## config.mk

```make
export PLATFORM = sky130hd
export DESIGN_NAME = ecc_op_sequencer
export DESIGN_NICKNAME = d
export VERILOG_FILES = /design/src/rtl/ecc_op_sequencer.sv
export SDC_FILE = /design/constraint.sdc
export NUM_CORES = 1
export LEC_CHECK = 0
export CAP_MARGIN = 20
export CORE_UTILIZATION = 49
export CTS_CLUSTER_DIAMETER = 60
export DETAILED_ROUTE_END_ITERATION = 8
export GPL_TIMING_DRIVEN = 0
export MAX_ROUTING_LAYER = met4
export PLACE_DENSITY = 0.85
export SETUP_SLACK_MARGIN = 0.05
export SLEW_MARGIN = 10
export SYNTH_ARGS = -nofsm -noshare
export SYNTH_HDL_FRONTEND = slang
export SYNTH_SLANG_ARGS = --single-unit
export TNS_END_PERCENT = 10
```

## constraint.sdc

```tcl
create_clock -name i_clk -period 4.2 [get_ports i_clk]
set_input_delay 0.63 -clock i_clk [delete_from_list [all_inputs] [get_ports i_clk]]
set_output_delay 0.63 -clock i_clk [all_outputs]
set_load 0.05 [all_outputs]
```

## src/rtl/ecc_op_sequencer.sv

```systemverilog
// Control FSM for one ECC operation: encode, decode, or full channel (encode, noise, decode).
// Issues engine start pulses, waits for done under a timeout, and reports sticky status.
module ecc_op_sequencer #(
   parameter int AMBA_WORD = 32,
   parameter int TIMEOUT   = 64,
   parameter int CNT_W     = 8
) (
   input  logic                 i_clk,
   input  logic                 i_rst,
   input  logic                 i_op_req,
   input  logic [1:0]           i_op_code,
   input  logic [1:0]           i_cw_sel,
   input  logic                 i_abort,
   input  logic                 i_enc_done,
   input  logic                 i_dec_done,
   output logic                 o_enc_start,
   output logic                 o_dec_start,
   output logic                 o_noise_en,
   output logic                 o_dec_src_sel,
   output logic [1:0]           o_width_sel,
   output logic                 o_busy,
   output logic                 o_op_done,
   output logic [AMBA_WORD-1:0] o_status,
   output logic [2:0]           o_dbg_state
);

   typedef enum logic [2:0] {
      S_IDLE     = 3'd0,
      S_ENC_GO   = 3'd1,
      S_ENC_WAIT = 3'd2,
      S_NOISE    = 3'd3,
      S_DEC_GO   = 3'd4,
      S_DEC_WAIT = 3'd5,
      S_FINISH   = 3'd6,
      S_FAIL     = 3'd7
   } state_t;

   localparam logic [CNT_W-1:0] LP_TIMEOUT = CNT_W'(TIMEOUT);
   localparam logic [CNT_W-1:0] LP_ONE     = CNT_W'(1);

   state_t           r_state;
   state_t           w_next;
   logic [CNT_W-1:0] r_cnt;
   logic             r_full;
   logic             r_enc_start;
   logic             r_dec_start;
   logic             r_noise_en;
   logic             r_dec_src_sel;
   logic [1:0]       r_width_sel;
   logic             r_busy;
   logic             r_op_done;
   logic             r_ovr;
   logic             r_tmo;
   logic             r_rej;
   logic             r_err;
   logic             w_accept;
   logic             w_reject;
   logic             w_tmo;
   logic             w_active;
   logic             w_abort;

   // Abort only cancels states where an operation is still in flight.
   assign w_active = (r_state != S_IDLE) && (r_state != S_FINISH) && (r_state != S_FAIL);
   assign w_abort  = i_abort && w_active;

   always_comb begin
      w_next   = r_state;
      w_accept = 1'b0;
      w_reject = 1'b0;
      w_tmo    = 1'b0;
      case (r_state)
         S_IDLE: begin
            if (i_op_req) begin
               if ((i_op_code == 2'b11) || (i_cw_sel == 2'b11)) begin
                  w_next   = S_FAIL;
                  w_reject = 1'b1;
               end else begin
                  w_accept = 1'b1;
                  w_next   = (i_op_code == 2'b01) ? S_DEC_GO : S_ENC_GO;
               end
            end
         end
         S_ENC_GO: w_next = S_ENC_WAIT;
         S_ENC_WAIT: begin
            // Done takes priority over expiry in the same cycle.
            if (i_enc_done) begin
               w_next = r_full ? S_NOISE : S_FINISH;
            end else if (r_cnt <= LP_ONE) begin
               w_next = S_FAIL;
               w_tmo  = 1'b1;
            end
         end
         S_NOISE:  w_next = S_DEC_GO;
         S_DEC_GO: w_next = S_DEC_WAIT;
         S_DEC_WAIT: begin
            if (i_dec_done) begin
               w_next = S_FINISH;
            end else if (r_cnt <= LP_ONE) begin
               w_next = S_FAIL;
               w_tmo  = 1'b1;
            end
         end
         S_FINISH: w_next = S_IDLE;
         S_FAIL:   w_next = S_IDLE;
         default:  w_next = S_IDLE;
      endcase
      if (w_abort) begin
         w_next = S_IDLE;
         w_tmo  = 1'b0;
      end
   end

   always_ff @(posedge i_clk or negedge i_rst) begin
      if (!i_rst) begin
         r_state       <= S_IDLE;
         r_cnt         <= '0;
         r_full        <= 1'b0;
         r_enc_start   <= 1'b0;
         r_dec_start   <= 1'b0;
         r_noise_en    <= 1'b0;
         r_dec_src_sel <= 1'b0;
         r_width_sel   <= 2'b00;
         r_busy        <= 1'b0;
         r_op_done     <= 1'b0;
         r_ovr         <= 1'b0;
         r_tmo         <= 1'b0;
         r_rej         <= 1'b0;
         r_err         <= 1'b0;
      end else begin
         r_state     <= w_next;
         r_enc_start <= (w_next == S_ENC_GO);
         r_dec_start <= (w_next == S_DEC_GO);
         r_noise_en  <= (w_next == S_NOISE);
         r_busy      <= (w_next != S_IDLE);
         r_op_done   <= (w_next == S_FINISH) || (w_next == S_FAIL);

         // The wait count equals TIMEOUT cycles spent in the WAIT state.
         if ((r_state == S_ENC_GO) || (r_state == S_DEC_GO)) begin
            r_cnt <= LP_TIMEOUT;
         end else if ((r_state == S_ENC_WAIT) || (r_state == S_DEC_WAIT)) begin
            r_cnt <= r_cnt - LP_ONE;
         end

         if (w_accept) begin
            r_width_sel   <= i_cw_sel;
            r_full        <= (i_op_code == 2'b10);
            r_dec_src_sel <= (i_op_code == 2'b10);
            r_ovr         <= 1'b0;
            r_tmo         <= 1'b0;
            r_rej         <= 1'b0;
            r_err         <= 1'b0;
         end
         if (i_op_req && (r_state != S_IDLE)) begin
            r_ovr <= 1'b1;
         end
         if (w_reject) begin
            r_rej <= 1'b1;
         end
         if (w_tmo) begin
            r_tmo <= 1'b1;
         end
         if ((w_next == S_FAIL) || w_abort) begin
            r_err <= 1'b1;
         end
      end
   end

   assign o_enc_start   = r_enc_start;
   assign o_dec_start   = r_dec_start;
   assign o_noise_en    = r_noise_en;
   assign o_dec_src_sel = r_dec_src_sel;
   assign o_width_sel   = r_width_sel;
   assign o_busy        = r_busy;
   assign o_op_done     = r_op_done;
   assign o_status      = {{(AMBA_WORD-4){1'b0}}, r_ovr, r_tmo, r_rej, r_err};
   assign o_dbg_state   = r_state;

endmodule
```

Word-level counts from Yosys, hierarchy flattened --
Index checks and enable logic that the tools add are counted.
Word-level totals: flip-flop bits (word level) 23, output and inout port bits 43, word-level logic and storage cells 78
Cells by class: add/subtract/negate cells 1, magnitude comparators 1, equality and inequality tests 18, multiplexer cells 27, reductions and logical operators 18
Operators with widths (count):
- 3-bit 2-to-1 mux | 8
- 3-bit equality test (second input constant) | 7
- 3-bit case mux with 7 select lines | 1
- 8-bit 2-to-1 mux | 2
- 1-bit 2-to-1 mux | 15
- 2-bit nonzero test | 5
- 3-bit by 2-bit equality test with 1-bit output (second input constant) | 3
- 8-bit by 1-bit <= comparator with 1-bit output (second input constant) | 1
- 8-bit by 1-bit subtractor with 8-bit output (second input constant) | 1
- 2-bit equality test (second input constant) | 3
- 3-bit by 1-bit equality test with 1-bit output (second input constant) | 2
- 3-bit inequality test (second input constant) | 2
- 3-bit nonzero test | 2
- 1-bit logical OR | 5
- 1-bit logical AND | 4
- 3-bit zero test | 1
- 2-bit by 1-bit equality test with 1-bit output (second input constant) | 1
- 1-bit case mux with 2 select lines | 1
- 2-bit OR reduction | 1

Logic depth before layout (Yosys ltp) --
Gate-level depths: netlist of run 1.
word-level depth 9, depth in mapped cells 9, depth with buffers taken out 8

Least setup slack after synthesis of run 1 --
OpenSTA, ideal clock, no wires.
kind reg2reg, start point reg r_state[1] (netlist: o_dbg_state[1]), end point reg r_enc_start (netlist: o_enc_start), library setup time 0.120 ns, data arrival time 2.163 ns, setup slack 1.917 ns, cell stages (with the launch flop) 7, path buffers 2, clock period less this slack 2.283 ns, path through dfrtp_1 -> buf_6 -> or3_4 -> and3_4 -> or4_1 -> buf_2 -> and3_1
Between the ends: cells in the longest elaborated chain, start to end 6, elaborated cells on any way between the ends 22
RTL lines:
- from (decl) | RTL line 41 | state_t r_state;
- from (signal assigned) | RTL line 130 | r_state <= w_next;
- branches (longest 4 deep; another with 3-bit case mux with 7 select lines)
- 3-bit 2-to-1 mux * | RTL line 107 | if (w_abort) begin
- 3-bit by 1-bit equality test with 1-bit output * | RTL line 131 | r_enc_start <= (w_next == S_ENC_GO);
- to (signal assigned) | RTL line 131
- to (decl) | RTL line 45 | logic r_enc_start;
Mark *: on every way between the ends. A chain may end at the register's enable or synchronous reset.

Worst setup path after layout of run 1 --
start point reg r_cnt[0], end point reg r_busy (netlist: o_busy)
Between the ends: cells in the longest elaborated chain, start to end 6, elaborated cells on any way between the ends 7
RTL lines:
- from (decl) | RTL line 43 | logic [CNT_W-1:0] r_cnt;
- from (signal assigned) | RTL line 141 | r_cnt <= r_cnt - LP_ONE;
- 8-bit by 1-bit <= comparator with 1-bit output * | RTL line 88, 98
- 3-bit 2-to-1 mux * | RTL line 88, 98
- 3-bit 2-to-1 mux, on equally long branches | RTL line 96, 86
- 3-bit case mux with 7 select lines * | RTL line 71 | case (r_state)
- 3-bit 2-to-1 mux * | RTL line 107
- named net w_next[2] | RTL line 42 | state_t w_next;
- 3-bit nonzero test * | RTL line 134 | r_busy <= (w_next != S_IDLE);
- to (signal assigned) | RTL line 134
- to (decl) | RTL line 50 | logic r_busy;
The timed path passes the listed nets; every way through them passes the cells marked *.

==> metrics.md, run 1 <==
| Metric | Value |
|---|---|
| Post-synthesis instance area | `0.001594 mm^2` |
| Gr usage total | `0.2081` |
| Routed vias/inst | `4.817` |
| Initial antenna violation count | `0` |
| VDD IR-drop max | `0.5565 mV` |
| Syn Area/Cell | `9.109 um^2` |
| Min Tclk post-route | `2.308 ns` |
| Int Pwr | `718.5 uW` |
| Fmax | `433.2 MHz` |
| Logic gate share of total power | `0.671` |
| Tcrit/Tclk final | `0.5496` |
| Share of total power in the clock network | `0.071` |
| Starting Density | `0.5179` |
| Final Max Slew Viols | `0` |
| Synthesis Warnings | `0` |
| DRC viols | `0` |
| Critical Path Sink Type | `register` |
| Crit-path cells | `inv_1, ha_1, or2_1, and3_1, nor4b_1, or4_1, buf_2, inv_1, or3_1` |
| Net Sw Power | `745.3 uW` |
| Largest net degree at the start of global routing | `24` |
| CTS root buf | `clkbuf_4` |
| Pin slew with the least headroom to its limit | `0.9835 ns` |
| Die H | `59.04 um` |
| First-pass GRT wire length | `5195 um` |
| Post-CTS Setup Bufs | `0` |
| FF+latch count, synth | `23` |
| Post-DR wirelength/cell | `11.13 um` |
| Hold-fix buffers at CTS | `0` |
| Antenna diodes | `0` |
| CP Data Required Time | `4.41 ns` |
| Sw Ratio | `0.5092` |
| Via Count | `1,315` |
| # resized after CTS | `0` |
| Mapped Cells | `175` |
| CTS clk-pin slew, worst paths | `0.12 ns` |
| Worst skew pair latency | `0.32 ns` |
| Cell with the most instances after synthesis | `buf_4` |
| # clock sinks | `23` |
| Maxcap violations | `0` |
| Final WL | `3039 um` |
| Setup_tns | `0 ns` |
| Clock skew | `0.0007609 ns` |
| CP dominant cell by count | `inv_1` |
| Max stage delay on crit path | `0.46 ns` |
| Iteration-0 DRC Markers | `39` |
| Yosys cell types | `49` |
| Final setup fails | `0` |
| DIE AREA | `0.003485 mm^2` |
| Final Hold Vio Count | `0` |
| H-tree Lvls | `1` |
| HPWL Detailed | `2367 um` |
| TritonCTS clock tree | `yes` |
| Slew headroom | `0.3423` |
| Status | `complete, no violations` |
| Number of synthesized flops with an enable pin | `0` |
| Critical path fanouts, max | `7` |
| Placed cell areas | `0.001981 mm^2` |
| Detailed-router iteration count before antenna repair | `4` |
| Critical path type | `reg2reg` |
| Post-DRT Antenna Nets | `0` |
| Leak | `0.9458 nW` |
| Core Area | `0.003078 mm^2` |
| Pwr dens | `728.9 mW/mm^2` |
| Final net count | `242` |
| Share of the synthesized area in the top cell type | `0.3611` |
| IO Pins | `53` |
| CTS Buffer Depth | `2` |
| RSZ-0062 raised after global routing | `no` |
| CP startpoint kind | `register` |
| IO buf count | `23` |
| Synth top cells by count | `buf_4 (32), dfrtp_1 (23), o21ai_0 (13), nand2_1 (12), a21oi_1 (9)` |
| Top cells by area, synth | `dfrtp_1 (36%), buf_4 (15%), o21ai_0 (4.1%)` |
| Ys flop type | `dfrtp_1` |
| Final instance area | `0.002008 mm^2` |
| Sequential power share | `0.258` |
| Hold Path Class | `reg2reg` |
| Arr. time, crit path | `2.52 ns` |
| Gr ovfl total | `0` |
| Slowest CP cell | `dfrtp_1` |
| Area delta synth->final | `25.98%` |
| CTS Buf Count | `3` |
| Register area share after synthesis | `0.3611` |
| Asr flop ratio synth | `1.000` |
| Vias in the first global route | `1,124` |
| Chip Width | `59.04 um` |
| Fraction of layout cells with a size suffix above 1 | `0.2183` |
| Leading area contributor after synthesis | `dfrtp_1` |
| Row cnt | `20` |
| Gp weighted congestion | `0.9098` |
-- routing by layer --
metal | global-route usage | part of all wire
met1 | 0.2571 | 0.46
met2 | 0.3344 | 0.48
met3 | 0.03275 | 0.047
met4 | 0.09864 | 0.019
met5 | - | 0
-- kinds of logic after synthesis --
kind of cell / share of synthesized area
AO/OA/AOI/OAI: 0.2151
XOR/XNOR: 0.005496
adder cells (fa/ha/maj): 0.01570
buffers and inverters: 0.1931
flip-flops: 0.3611
multiplexers: 0.01413
other: 0.002353
AND/OR/NAND/NOR: 0.1931
-- critical path: cells and delay by family (launching register included) --
family / cells / cell delay (ns)
fa+ha+maj: 1 / 0.27
buf+inv: 3 / 0.30
flops: 1 / 0.46
simple gates: 5 / 1.16
-- placed cells by master (no fill, tap or decap), drive strengths merged, types with 2 or more instances in the layout --
| cell | netlist | final |
|---|---|---|
| a211oi | 4 | 4 |
| nand3 | 4 | 4 |
| a21oi | 9 | 9 |
| and3 | 4 | 4 |
| nand2b | 5 | 5 |
| nor2 | 8 | 8 |
| a31oi | 3 | 3 |
| buf | 36 | 36 |
| or3 | 2 | 2 |
| or3b | 2 | 2 |
| o32ai | 2 | 2 |
| nor4 | 2 | 2 |
| clkdlybuf4s50 | 0 | 23 |
| mux2 | 2 | 2 |
| o21ai | 13 | 13 |
| clkbuf | 4 | 7 |
| nor3 | 5 | 5 |
| a22o | 3 | 3 |
| dfrtp | 23 | 23 |
| nor2b | 2 | 2 |
| nand2 | 12 | 12 |
| nand3b | 2 | 2 |
| ha | 2 | 2 |
| conb | 1 | 28 |
| o2bb2a | 2 | 2 |
| inv | 7 | 7 |
-- layout make-up --
cell class | instances | area (um^2)
Buffer | 40 | 281.5
Clock buffer | 3 | 22.52
Clock inverter | 1 | 5.005
Fill cell | 263 | 1070
Inverter | 7 | 26.28
Multi-Input combinational cell | 132 | 812.0
Sequential cell | 23 | 575.6
Tap cell | 44 | 55.05
Timing Repair Buffer | 23 | 230.2
-- path summary, 6_finish.rpt --
| kind | from | endpoint | slack [ns] | cells past startpoint |
|---|---|---|---|---|
| setup / recovery | r_cnt[0]$_DFFE_PN0P_ | o_busy$_DFF_PN0_ | 1.89 | 9 |
| hold / removal | r_cnt[7]$_DFFE_PN0P_ | r_cnt[7]$_DFFE_PN0P_ | 0.50 | 1 |
| setup reg to reg | r_cnt[0]$_DFFE_PN0P_ | o_busy$_DFF_PN0_ | 1.89 | 9 |
| hold reg to reg | r_cnt[7]$_DFFE_PN0P_ | r_cnt[7]$_DFFE_PN0P_ | 0.50 | 1 |
| max in group asynchronous | i_rst | r_ovr$_DFFE_PN0P_ | 2.77 | 1 |
| min in group asynchronous | i_rst | o_width_sel[0]$_DFFE_PN0P_ | 0.84 | 1 |
-- registers in the layout, summed over array words and instances, names as in the netlist --
register,count
r_ovr,1
r_cnt,8
o_dbg_state,3
o_busy,1
o_width_sel,2
o_dec_start,1
r_err,1
o_dec_src_sel,1
r_rej,1
o_noise_en,1
o_op_done,1
r_tmo,1
o_enc_start,1
-- stage by stage --
stage                     hold WS (ns)    util  power (mW)  worst slack, ns  instances
after floorplan                 0.3344       -       1.132            1.917        202
after global placement          0.4770  0.6435       1.343            1.686        269
after detailed placement        0.4779  0.6435       1.365            1.650        269
after CTS                       0.4950  0.6524       1.469            1.904        273
after global routing            0.5441  0.6524       1.584            1.697        273
final                           0.5007  0.6524       1.464            1.892        273
-- power by group through the flow --
stage	sequential, mW	combinational (mW)	clock (mW)
2_1_floorplan	0.518	0.614	0
3_3_place_gp	0.379	0.964	0
3_5_place_dp	0.383	0.982	0
4_1_cts	0.378	0.984	0.107
5_1_grt	0.393	1.07	0.116
6_report	0.378	0.983	0.103
Power figures use the tool's default switching activity.
==> run 2: changes to the inputs <==
--- a/config.mk
+++ b/config.mk
@@ -6,12 +6,12 @@
 export NUM_CORES = 1
 export LEC_CHECK = 0
 export CAP_MARGIN = 20
-export CORE_UTILIZATION = 49
+export CORE_UTILIZATION = 41
 export CTS_CLUSTER_DIAMETER = 60
 export DETAILED_ROUTE_END_ITERATION = 8
 export GPL_TIMING_DRIVEN = 0
 export MAX_ROUTING_LAYER = met4
-export PLACE_DENSITY = 0.85
+export PLACE_DENSITY = 0.76
 export SETUP_SLACK_MARGIN = 0.05
 export SLEW_MARGIN = 10
 export SYNTH_ARGS = -nofsm -noshare
==> constraint.sdc (replaced) <==
create_clock -name i_clk -period 2.04 [get_ports i_clk]
set_input_delay 0.306 -clock i_clk [delete_from_list [all_inputs] [get_ports i_clk]]
set_output_delay 0.306 -clock i_clk [all_outputs]
set_load 0.05 [all_outputs]
==> metrics.md, run 2 (synthesis gave the netlist of run 1 again) <==
| Metric | Value |
|---|---|
| Status | `complete, no violations` |
| DRC viols | `0` |
| Family with the most delay on the worst path | `simple AND/OR/NAND/NOR gates` |
| Register bank with the most flops | `r_cnt` |
| Antenna diodes | `0` |
| Slowest CP cell | `or4_4` |
| Die H | `64.35 um` |
| Hold-fix buffers at CTS | `0` |
| Final Max Slew Viols | `0` |
| Iteration-0 DRC Markers | `61` |
| First-pass GRT wire length | `6113 um` |
| Pin slew with the least headroom to its limit | `0.5877 ns` |
| Largest register FFs | `8` |
| Hold Path Class | `in2async` |
| Via Count | `1,416` |
| CP startpoint kind | `register` |
| Area delta synth->final | `41.13%` |
| Post-DRT Antenna Nets | `0` |
| Critical path buffer and inverter count | `1` |
| Most common cell after layout, fill and taps aside | `buf_4` |
| Fraction of layout cells with a size suffix above 1 | `0.3551` |
| Core Area | `0.003689 mm^2` |
| Final net count | `258` |
| Max stage delay on crit path | `0.51 ns` |
| CTS Buffer Depth | `2` |
| Leak | `1.036 nW` |
| Critical path type | `reg2reg` |
| VDD IR-drop max | `0.7128 mV` |
| Dpl cells | `273` |
| Chip Width | `64.35 um` |
| TritonCTS clock tree | `yes` |
| Post-DR wirelength/cell | `12.25 um` |
| Detailed-router iteration count before antenna repair | `4` |
| Final Hold Vio Count | `0` |
| Final cell count without fillers | `293` |
| Setup_tns | `0 ns` |
| Min Tclk post-route | `2.010 ns` |
| Crit-path cells | `nor4_4, and3_4, nor4b_4, or4_4, buf_6, and3_4` |
| Pre-CTS WS | `-0.2382 ns` |
| Worst skew pair latency | `0.27 ns` |
| Gr ovfl total | `0` |
| CTS root buf | `clkbuf_8` |
| Row cnt | `22` |
| Largest net degree at the start of global routing | `24` |
| Gr usage total | `0.1950` |
| Gp weighted congestion | `0.9023` |
| Commonest cells after routing, fill and taps aside | `buf_4 (48), conb_1 (28), clkdlybuf4s50_1 (23)` |
| Starting Density | `0.4322` |
| Initial antenna violation count | `0` |
| Final hold slack | `0.3969 ns` |
| DIE AREA | `0.004141 mm^2` |
| # clock sinks | `23` |
| Final WL | `3588 um` |
| Slew headroom | `0.6070` |
| Critical path fanouts, max | `6` |
| IO buf count | `23` |
| IO Pins | `53` |
| Final setup fails | `0` |
| Routed vias/inst | `4.833` |
| Maxcap violations | `0` |
| Critical Path Sink Type | `register` |
| RSZ-0062 raised after global routing | `yes` |
| HPWL Detailed | `2469 um` |
| CP dominant cell by count | `and3_4` |
| Tcrit/Tclk final | `0.9852` |
| Fmax | `497.6 MHz` |
| Filler cell count | `342` |
| Arr. time, crit path | `2.18 ns` |
| H-tree Lvls | `1` |
| CTS clk-pin slew, worst paths | `0.09 ns` |
| Clock skew | `0.005029 ns` |
| Pwr dens | `1556 mW/mm^2` |
| CTS Buf Count | `3` |
| Final worst slack | `0.03018 ns` |
| Vias in the first global route | `1,332` |
| CP Data Required Time | `2.21 ns` |
run 2: changes by cell type in the layout (fill, tap and decap cells not counted), sizes merged:
cell	before	now
buf	36	52
clkinv	1	0
clkinvlp	0	1
run 2: repair_timing:
item                       4_1_cts  5_1_grt
buffers inserted                11        4
gates resized for setup         15        9
setup endpoints to repair        7        9
pin swaps                        6        6
run 2: area by class of cell:
| cell class | count | area [um^2] | share of cell area |
|---|---|---|---|
| Timing Repair Buffer | 39 | 357.8 | 0.1591 |
| Sequential cell | 23 | 584.3 | 0.2597 |
| Tap cell | 48 | 60.06 | 0.02670 |
| Clock buffer | 3 | 41.29 | 0.01835 |
| Multi-Input combinational cell | 132 | 873.3 | 0.3882 |
| Buffer | 40 | 299.0 | 0.1329 |
| Inverter | 7 | 26.28 | 0.01168 |
| Clock inverter | 1 | 7.507 | 0.003337 |
run 2: metal layers:
metal	GRT usage	vias to the layer above	share of wire
met3	0.03036	11	0.046
met2	0.3250	46	0.51
li1	-	702	-
met1	0.2291	657	0.42
met5	-	-	0
met4	0.09167	0	0.028
run 2: stage by stage:
stage / power [mW] / utilization / instance area, um^2
floorplan: 2.371 / - / 1709
CTS: 3.388 / 0.5923 / 2185
finish: 3.500 / 0.6099 / 2250
global placement: 2.817 / 0.5421 / 1999
global route: 3.748 / 0.6099 / 2250
detailed placement: 2.853 / 0.5421 / 1999
run 2: power breakdown:
| group | internal (mW) | switching, mW |
|---|---|---|
| sequential | 0.642 | 0.134 |
| clock | 0.139 | 0.161 |
| combinational | 1.04 | 1.38 |
| total | 1.82 | 1.68 |
run 2: path summary, 6_finish.rpt:
check / start / to / slack, ns / cells past startpoint
setup / recovery: r_cnt[5]$_DFFE_PN0P_ / o_noise_en$_DFF_PN0_ / 0.03 / 6
hold / removal: i_rst / r_rej$_DFFE_PN0P_ / 0.40 / 1
setup reg to reg: r_cnt[5]$_DFFE_PN0P_ / o_noise_en$_DFF_PN0_ / 0.03 / 6
hold reg to reg: r_cnt[7]$_DFFE_PN0P_ / r_cnt[7]$_DFFE_PN0P_ / 0.52 / 1
max in group asynchronous: i_rst / o_dbg_state[0]$_DFF_PN0_ / 1.14 / 2
min in group i_clk: i_op_req / r_rej$_DFFE_PN0P_ / 0.41 / 2
